==> src/rtl/inv_row_dwt97.sv <==
// Inverse 9/7 row lifting: {high,low} pairs in, {odd,even} pairs out, 2-pair latency plus end-of-line flush.
// Define INV_ROW_DWT97_SATURATE_EN to saturate stage results; otherwise they wrap to DataWidth.
module inv_row_dwt97 #(
  parameter int DataWidth       = 16,
  parameter int Point           = 10,
  parameter int MaximumSideSize = 512
) (
  input  logic                   clk_i,
  input  logic                   rst_i,
  output logic                   s_ready_o,
  input  logic                   s_valid_i,
  input  logic                   s_sof_i,
  input  logic                   s_eol_i,
  input  logic [2*DataWidth-1:0] s_data_i,
  input  logic                   m_ready_i,
  output logic                   m_valid_o,
  output logic                   m_sof_o,
  output logic                   m_eol_o,
  output logic [2*DataWidth-1:0] m_data_o
);
  localparam int  PW    = DataWidth + Point + 8;
  localparam int  CW    = $clog2(MaximumSideSize / 2) + 1;
  localparam real SCALE = real'(1 << Point);

  typedef logic signed [DataWidth-1:0] smp_t;
  typedef logic signed [PW-1:0]        wide_t;
  typedef enum logic [1:0] {IDLE, RUN, FLUSH1, FLUSH2} state_t;

  localparam wide_t CK   = wide_t'(int'(1.230174105 * SCALE));
  localparam wide_t CIK  = wide_t'(int'(SCALE / 1.230174105));
  localparam wide_t CD   = wide_t'(int'(0.443506852 * SCALE));
  localparam wide_t CG   = wide_t'(int'(0.882911076 * SCALE));
  localparam wide_t CB   = wide_t'(int'(-0.052980118 * SCALE));
  localparam wide_t CA   = wide_t'(int'(-1.586134342 * SCALE));
  localparam wide_t HALF = wide_t'(1) <<< (Point - 1);

  function automatic smp_t sat_dw(input wide_t v);
    if (&v[PW-1:DataWidth-1] || ~|v[PW-1:DataWidth-1]) return v[DataWidth-1:0];
    return v[PW-1] ? {1'b1, {(DataWidth-1){1'b0}}} : {1'b0, {(DataWidth-1){1'b1}}};
  endfunction

  function automatic smp_t rnd_prod(input wide_t p);
    wide_t r;
    r = (p + HALF) >>> Point;
    return sat_dw(r);
  endfunction

  // x - round(c * (a + b)); the operand sum is exact before the multiply
  function automatic smp_t lift(input smp_t x, input smp_t a, input smp_t b, input wide_t c);
    wide_t sum;
    smp_t  p;
    sum = wide_t'(a) + wide_t'(b);
    p   = rnd_prod(sum * c);
`ifdef INV_ROW_DWT97_SATURATE_EN
    return sat_dw(wide_t'(x) - wide_t'(p));
`else
    return x - p;
`endif
  endfunction

  state_t        state;
  logic [CW-1:0] cnt;
  logic          sof_cur, sof_nxt;
  smp_t          o0_p, e1_p, o1_pp, e2_pp;

  logic en, flushing, take, inj, beat, emit;
  smp_t lo, hi, e0, o0, o0_prev, e1_n, o1_m1, o1_m2, e2_m1, e2_nx, o2;

  assign en        = ~m_valid_o | m_ready_i;
  assign flushing  = (state == FLUSH1) || (state == FLUSH2);
  assign s_ready_o = en & ~flushing & ~rst_i;
  assign take      = s_valid_i & s_ready_o;
  assign inj       = en & flushing;
  assign beat      = take | inj;
  assign emit      = cnt >= CW'(2);

  // Beat j yields e1[j], o1[j-1], e2[j-1] and the final pair j-2.
  always_comb begin
    lo      = s_data_i[DataWidth-1:0];
    hi      = s_data_i[2*DataWidth-1:DataWidth];
    e0      = inj ? '0 : rnd_prod(wide_t'(lo) * CK);
    o0      = inj ? '0 : rnd_prod(wide_t'(hi) * CIK);
    o0_prev = (cnt == '0) ? o0 : o0_p;
    e1_n    = inj ? e1_p : lift(e0, o0_prev, o0, CD);
    o1_m1   = lift(o0_p, e1_p, e1_n, CG);
    o1_m2   = (cnt == CW'(1)) ? o1_m1 : o1_pp;
    e2_m1   = lift(e1_p, o1_m2, o1_m1, CB);
    e2_nx   = (state == FLUSH2) ? e2_pp : e2_m1;
    o2      = lift(o1_pp, e2_pp, e2_nx, CA);
  end

  always_ff @(posedge clk_i or posedge rst_i) begin
    if (rst_i) begin
      state     <= IDLE;
      cnt       <= '0;
      sof_cur   <= 1'b0;
      sof_nxt   <= 1'b0;
      o0_p      <= '0;
      e1_p      <= '0;
      o1_pp     <= '0;
      e2_pp     <= '0;
      m_valid_o <= 1'b0;
      m_sof_o   <= 1'b0;
      m_eol_o   <= 1'b0;
      m_data_o  <= '0;
    end else if (en) begin
      if (beat) begin
        o0_p      <= o0;
        e1_p      <= e1_n;
        o1_pp     <= o1_m1;
        e2_pp     <= e2_m1;
        cnt       <= (state == FLUSH2) ? '0 : cnt + CW'(1);
        m_valid_o <= emit;
        m_sof_o   <= emit && (cnt == CW'(2)) && sof_cur;
        m_eol_o   <= emit && (state == FLUSH2);
        if (emit) m_data_o <= {o2, e2_pp};
        if (emit && cnt == CW'(2)) sof_cur <= 1'b0;
      end else begin
        m_valid_o <= 1'b0;
        m_sof_o   <= 1'b0;
        m_eol_o   <= 1'b0;
      end
      // A frame start seen mid-line is deferred to the next line's first output
      if (take) begin
        if (cnt == '0) begin
          sof_cur <= s_sof_i | sof_nxt;
          sof_nxt <= 1'b0;
        end else if (s_sof_i) begin
          sof_nxt <= 1'b1;
        end
      end
      case (state)
        IDLE:    if (take) state <= s_eol_i ? FLUSH1 : RUN;
        RUN:     if (take && s_eol_i) state <= FLUSH1;
        FLUSH1:  state <= FLUSH2;
        FLUSH2:  state <= IDLE;
        default: state <= IDLE;
      endcase
    end
  end

endmodule

==> config.mk <==
export PLATFORM = sky130hd
export DESIGN_NAME = inv_row_dwt97
export DESIGN_NICKNAME = d
export VERILOG_FILES = /design/src/rtl/inv_row_dwt97.sv
export SDC_FILE = /design/constraint.sdc
export NUM_CORES = 2
export LEC_CHECK = 0
export ABC_AREA = 1
export BUFFER_PORTS_ARGS = -buffer_cell sky130_fd_sc_hd__buf_2
export CORE_MARGIN = 2
export CORE_UTILIZATION = 30
export CTS_BUF_LIST = sky130_fd_sc_hd__clkbuf_2
export DETAILED_ROUTE_END_ITERATION = 6
export PLACE_DENSITY = 0.4
export SLEW_MARGIN = 15
export SYNTH_ARGS = -nofsm -noshare
export SYNTH_HDL_FRONTEND = slang
export SYNTH_SLANG_ARGS = --single-unit
==> constraint.sdc <==
create_clock -name clk_i -period 66.5 [get_ports clk_i]
set_input_delay 9.975 -clock clk_i [delete_from_list [all_inputs] [get_ports clk_i]]
set_output_delay 9.975 -clock clk_i [all_outputs]
set_load 0.1 [all_outputs]
==> reports/results.txt <==
status - complete, no violations
CP peak stage delay - 630 ps
Post-Synth Simple-Gate Area - 0.191
Hold WC Path Type - reg -> reg
share of layout cells above drive strength 1 - 0.0479
# fillers - 9,809
Clock Tree Buf Depth - 2
Post-DP HPWL - 60,900 µm
CTS tree - done
Worst R2R End - m_data_o[31]
post-synthesis mux area share - 0.000788
number of hold buffers added after CTS - 0
Post-Synth Adder-Cell Area - 0.391
global-route wire length before repair - 117,000 µm
EDFF count, synth - 0
detailed-route wire length per cell - 14.0 µm
most frequent cell after synthesis - inv_1
ys flop type - dfrtp_1
RD Place Congestion - 0.813
synth cell count leaders - inv_1 (750), nand2_1 (748), ha_1 (533), a21oi_1 (227), o21ai_0 (225)
R2R setup slack - 31,680 ps
min Tclk post-route - 45,800 ps
Yosys cell types - 57
largest cells by area after synthesis - ha_1 (25%), fa_1 (14%), inv_1 (10%)
setup_tns - 0 ps
GRT overflow - 0
Max Clk Rate - 21.8 MHz
via count of the first global-routing pass - 22,459
Register-to-Register Path Depth - 187
setup violators final - 0
Port Buf Inserts - 73
clk slew on worst S/H paths - 420 ps
CTS Buf Count - 9
pin count of the biggest net entering global routing - 86
DR iter-0 viols - 909
Clock Root Buffer - clkbuf_2
Resize count post-CTS - 0
Least-Margin Pin Slew - 933 ps
Mean Syn Cell Area - 7.34 µm²
antenna violations before repair - 2
Setup Skew - 68.3 ps
RR Startpoint - state[0]
register area share after synthesis - 0.104
XOR/XNOR Fraction of Synth Area - 0.0895
Post-synth ARST share - 1.00
Mapped Cells - 3,678
Ys Warns - 0
Worst-Skew Late Latency - 930 ps
Setup crit end kind - register
largest fanout on the critical path - 17
WP data required - 67,360 ps
TritonRoute pass-1 iters - 7
hold endpoint - m_data_o[4]
post-CTS setup buffers - 0
Compound-Gate Fraction of Synth Area - 0.112
crit path kind - in -> reg
Final Hold Viols - 0
die width - 304 µm
top-area cell type share of the netlist area - 0.247
Synth Cell Area - 27,000 µm²
Area Overhead vs Synth - 7.03%
maxcap violations - 0
Global Route Usage Sum - 0.154
largest family of logic cells by synthesized area - adder cells
placed cell count - 4,895
via count - 22,101
hold depth - 2
most used cell, CP - nand2_1
fin nets - 4,495
crit path max-delay cell type - a21boi_1
core area - 89,600 µm²
H-tree levels - 3
Die ar. - 92,400 µm²
Yosys top cell by area - ha_1
Final period util - 0.689
# rows - 110
Starting Density - 0.301
fin. max-slew vios - 0
Ports - 74
crit path DAT - 46,660 ps
Cell Count, Final, Fillers Out - 4,914
clock sink count - 112
Syn Nets - 4,443
WP buf/inv - 23
die height - 304 µm
flops & latches, synth - 112
remaining routing DRC violations - 0
element type at the critical path start - input pin
Vias/cell - 4.50
routed wire length - 68,900 µm
Crit path max-delay family - adder cells
RSZ-0062 raised after global routing - no
Slew headroom - 0.374
hold path startpoint - m_data_o[4]
antenna viol nets, final - 0
==> layout make-up <==
class	count	area, µm²	area share
multi-input cells	2765	21200	0.733
inverters	758	2850	0.0987
clock inverters	7	91.3	0.00316
flip-flops and latches	112	2800	0.0970
repair buffers	84	448	0.0155
well taps	1176	1470	0.0509
clock buffers	9	45.0	0.00156
diodes	3	7.51	0.000260
==> flip-flops by register name (all words and copies together), names as in the netlist <==
| signal | cells |
|---|---|
| e1_p | 16 |
| o1_pp | 16 |
| sof_nxt | 1 |
| m_eol_o | 1 |
| o0_p | 16 |
| m_data_o | 32 |
| state | 2 |
| sof_cur | 1 |
| m_valid_o | 1 |
| e2_pp | 16 |
| cnt | 9 |
| m_sof_o | 1 |
==> kinds of logic (layout without fill, tap and decap cells) <==
group                    count (synthesis)  in the layout
AO/OA/AOI/OAI                          558            558
XOR/XNOR                               275            275
adder cells (fa/ha/maj)                727            727
buffers and inverters                  801            858
flip-flops                             112            112
multiplexers                             2              2
other                                    0              3
AND/OR/NAND/NOR                       1203           1203
==> cell usage in the layout (no fill, tap or decap), types with 4 or more instances in the layout <==
cell,instances
inv_1,749
nand2_1,747
ha_1,533
a21oi_1,227
o21ai_0,225
xor2_1,198
fa_1,194
nor2_1,166
nand3_1,128
dfrtp_1,112
xnor2_1,76
buf_2,73
nand4_1,30
nand2_2,29
nor3_1,23
o21bai_1,23
a21o_1,16
o21ai_1,15
nor4_1,14
nand3b_1,11
buf_4,11
nand3_2,10
or2_2,10
a31oi_1,10
clkbuf_2,9
nor2_2,8
and2_1,8
inv_2,6
o21a_1,6
a21boi_0,6
o31ai_1,5
o221ai_1,5
a211oi_1,5
nor2_4,4
and3_1,4
==> metrics by stage <==
stage,utilization,instance area [µm²],worst slack [ps],hold WS [ps]
after floorplan,-,27000,24980,453
after global placement,0.321,28700,19260,461
after detailed placement,0.321,28700,19380,464
after CTS,0.322,28900,20380,517
after global routing,0.322,28900,16830,540
final,0.322,28900,20700,520
==> worst reg2reg max path, delay by kind of cell (launching register included) <==
family,cells,cell delay (ps)
AOI/OAI and AO/OA,53,9730
and+or+nand+nor,68,7870
xor gates and xnor gates,13,3460
DFF,1,480
buffers and inverters,22,1710
adders and majority gates,31,11430
==> layer usage <==
metal	wire length [µm]	track usage	vias up
met4	626	0.0258	0
met5	0	0	-
li1	-	-	11826
met1	34500	0.212	10111
met3	861	0.00801	23
met2	32900	0.269	141
==> worst max path at each step <==
| stage | start | endpoint | slack, ps | depth (start not counted) |
|---|---|---|---|---|
| 4_1_cts | s_data_i[19] | m_data_o[31] | 20380 | 199 |
| 3_3_place_gp | s_data_i[19] | m_data_o[31] | 19260 | 199 |
| 3_5_place_dp | s_data_i[19] | m_data_o[31] | 19380 | 200 |
| 5_1_grt | s_data_i[21] | m_data_o[31] | 16830 | 206 |
| 2_1_floorplan | s_data_i[19] | m_data_o[30] | 24980 | 209 |
| 6_report | s_data_i[19] | m_data_o[31] | 20700 | 201 |
Power is not shown: default switching activity piles up to over one toggle a cycle in this logic, so the estimate is an artifact.
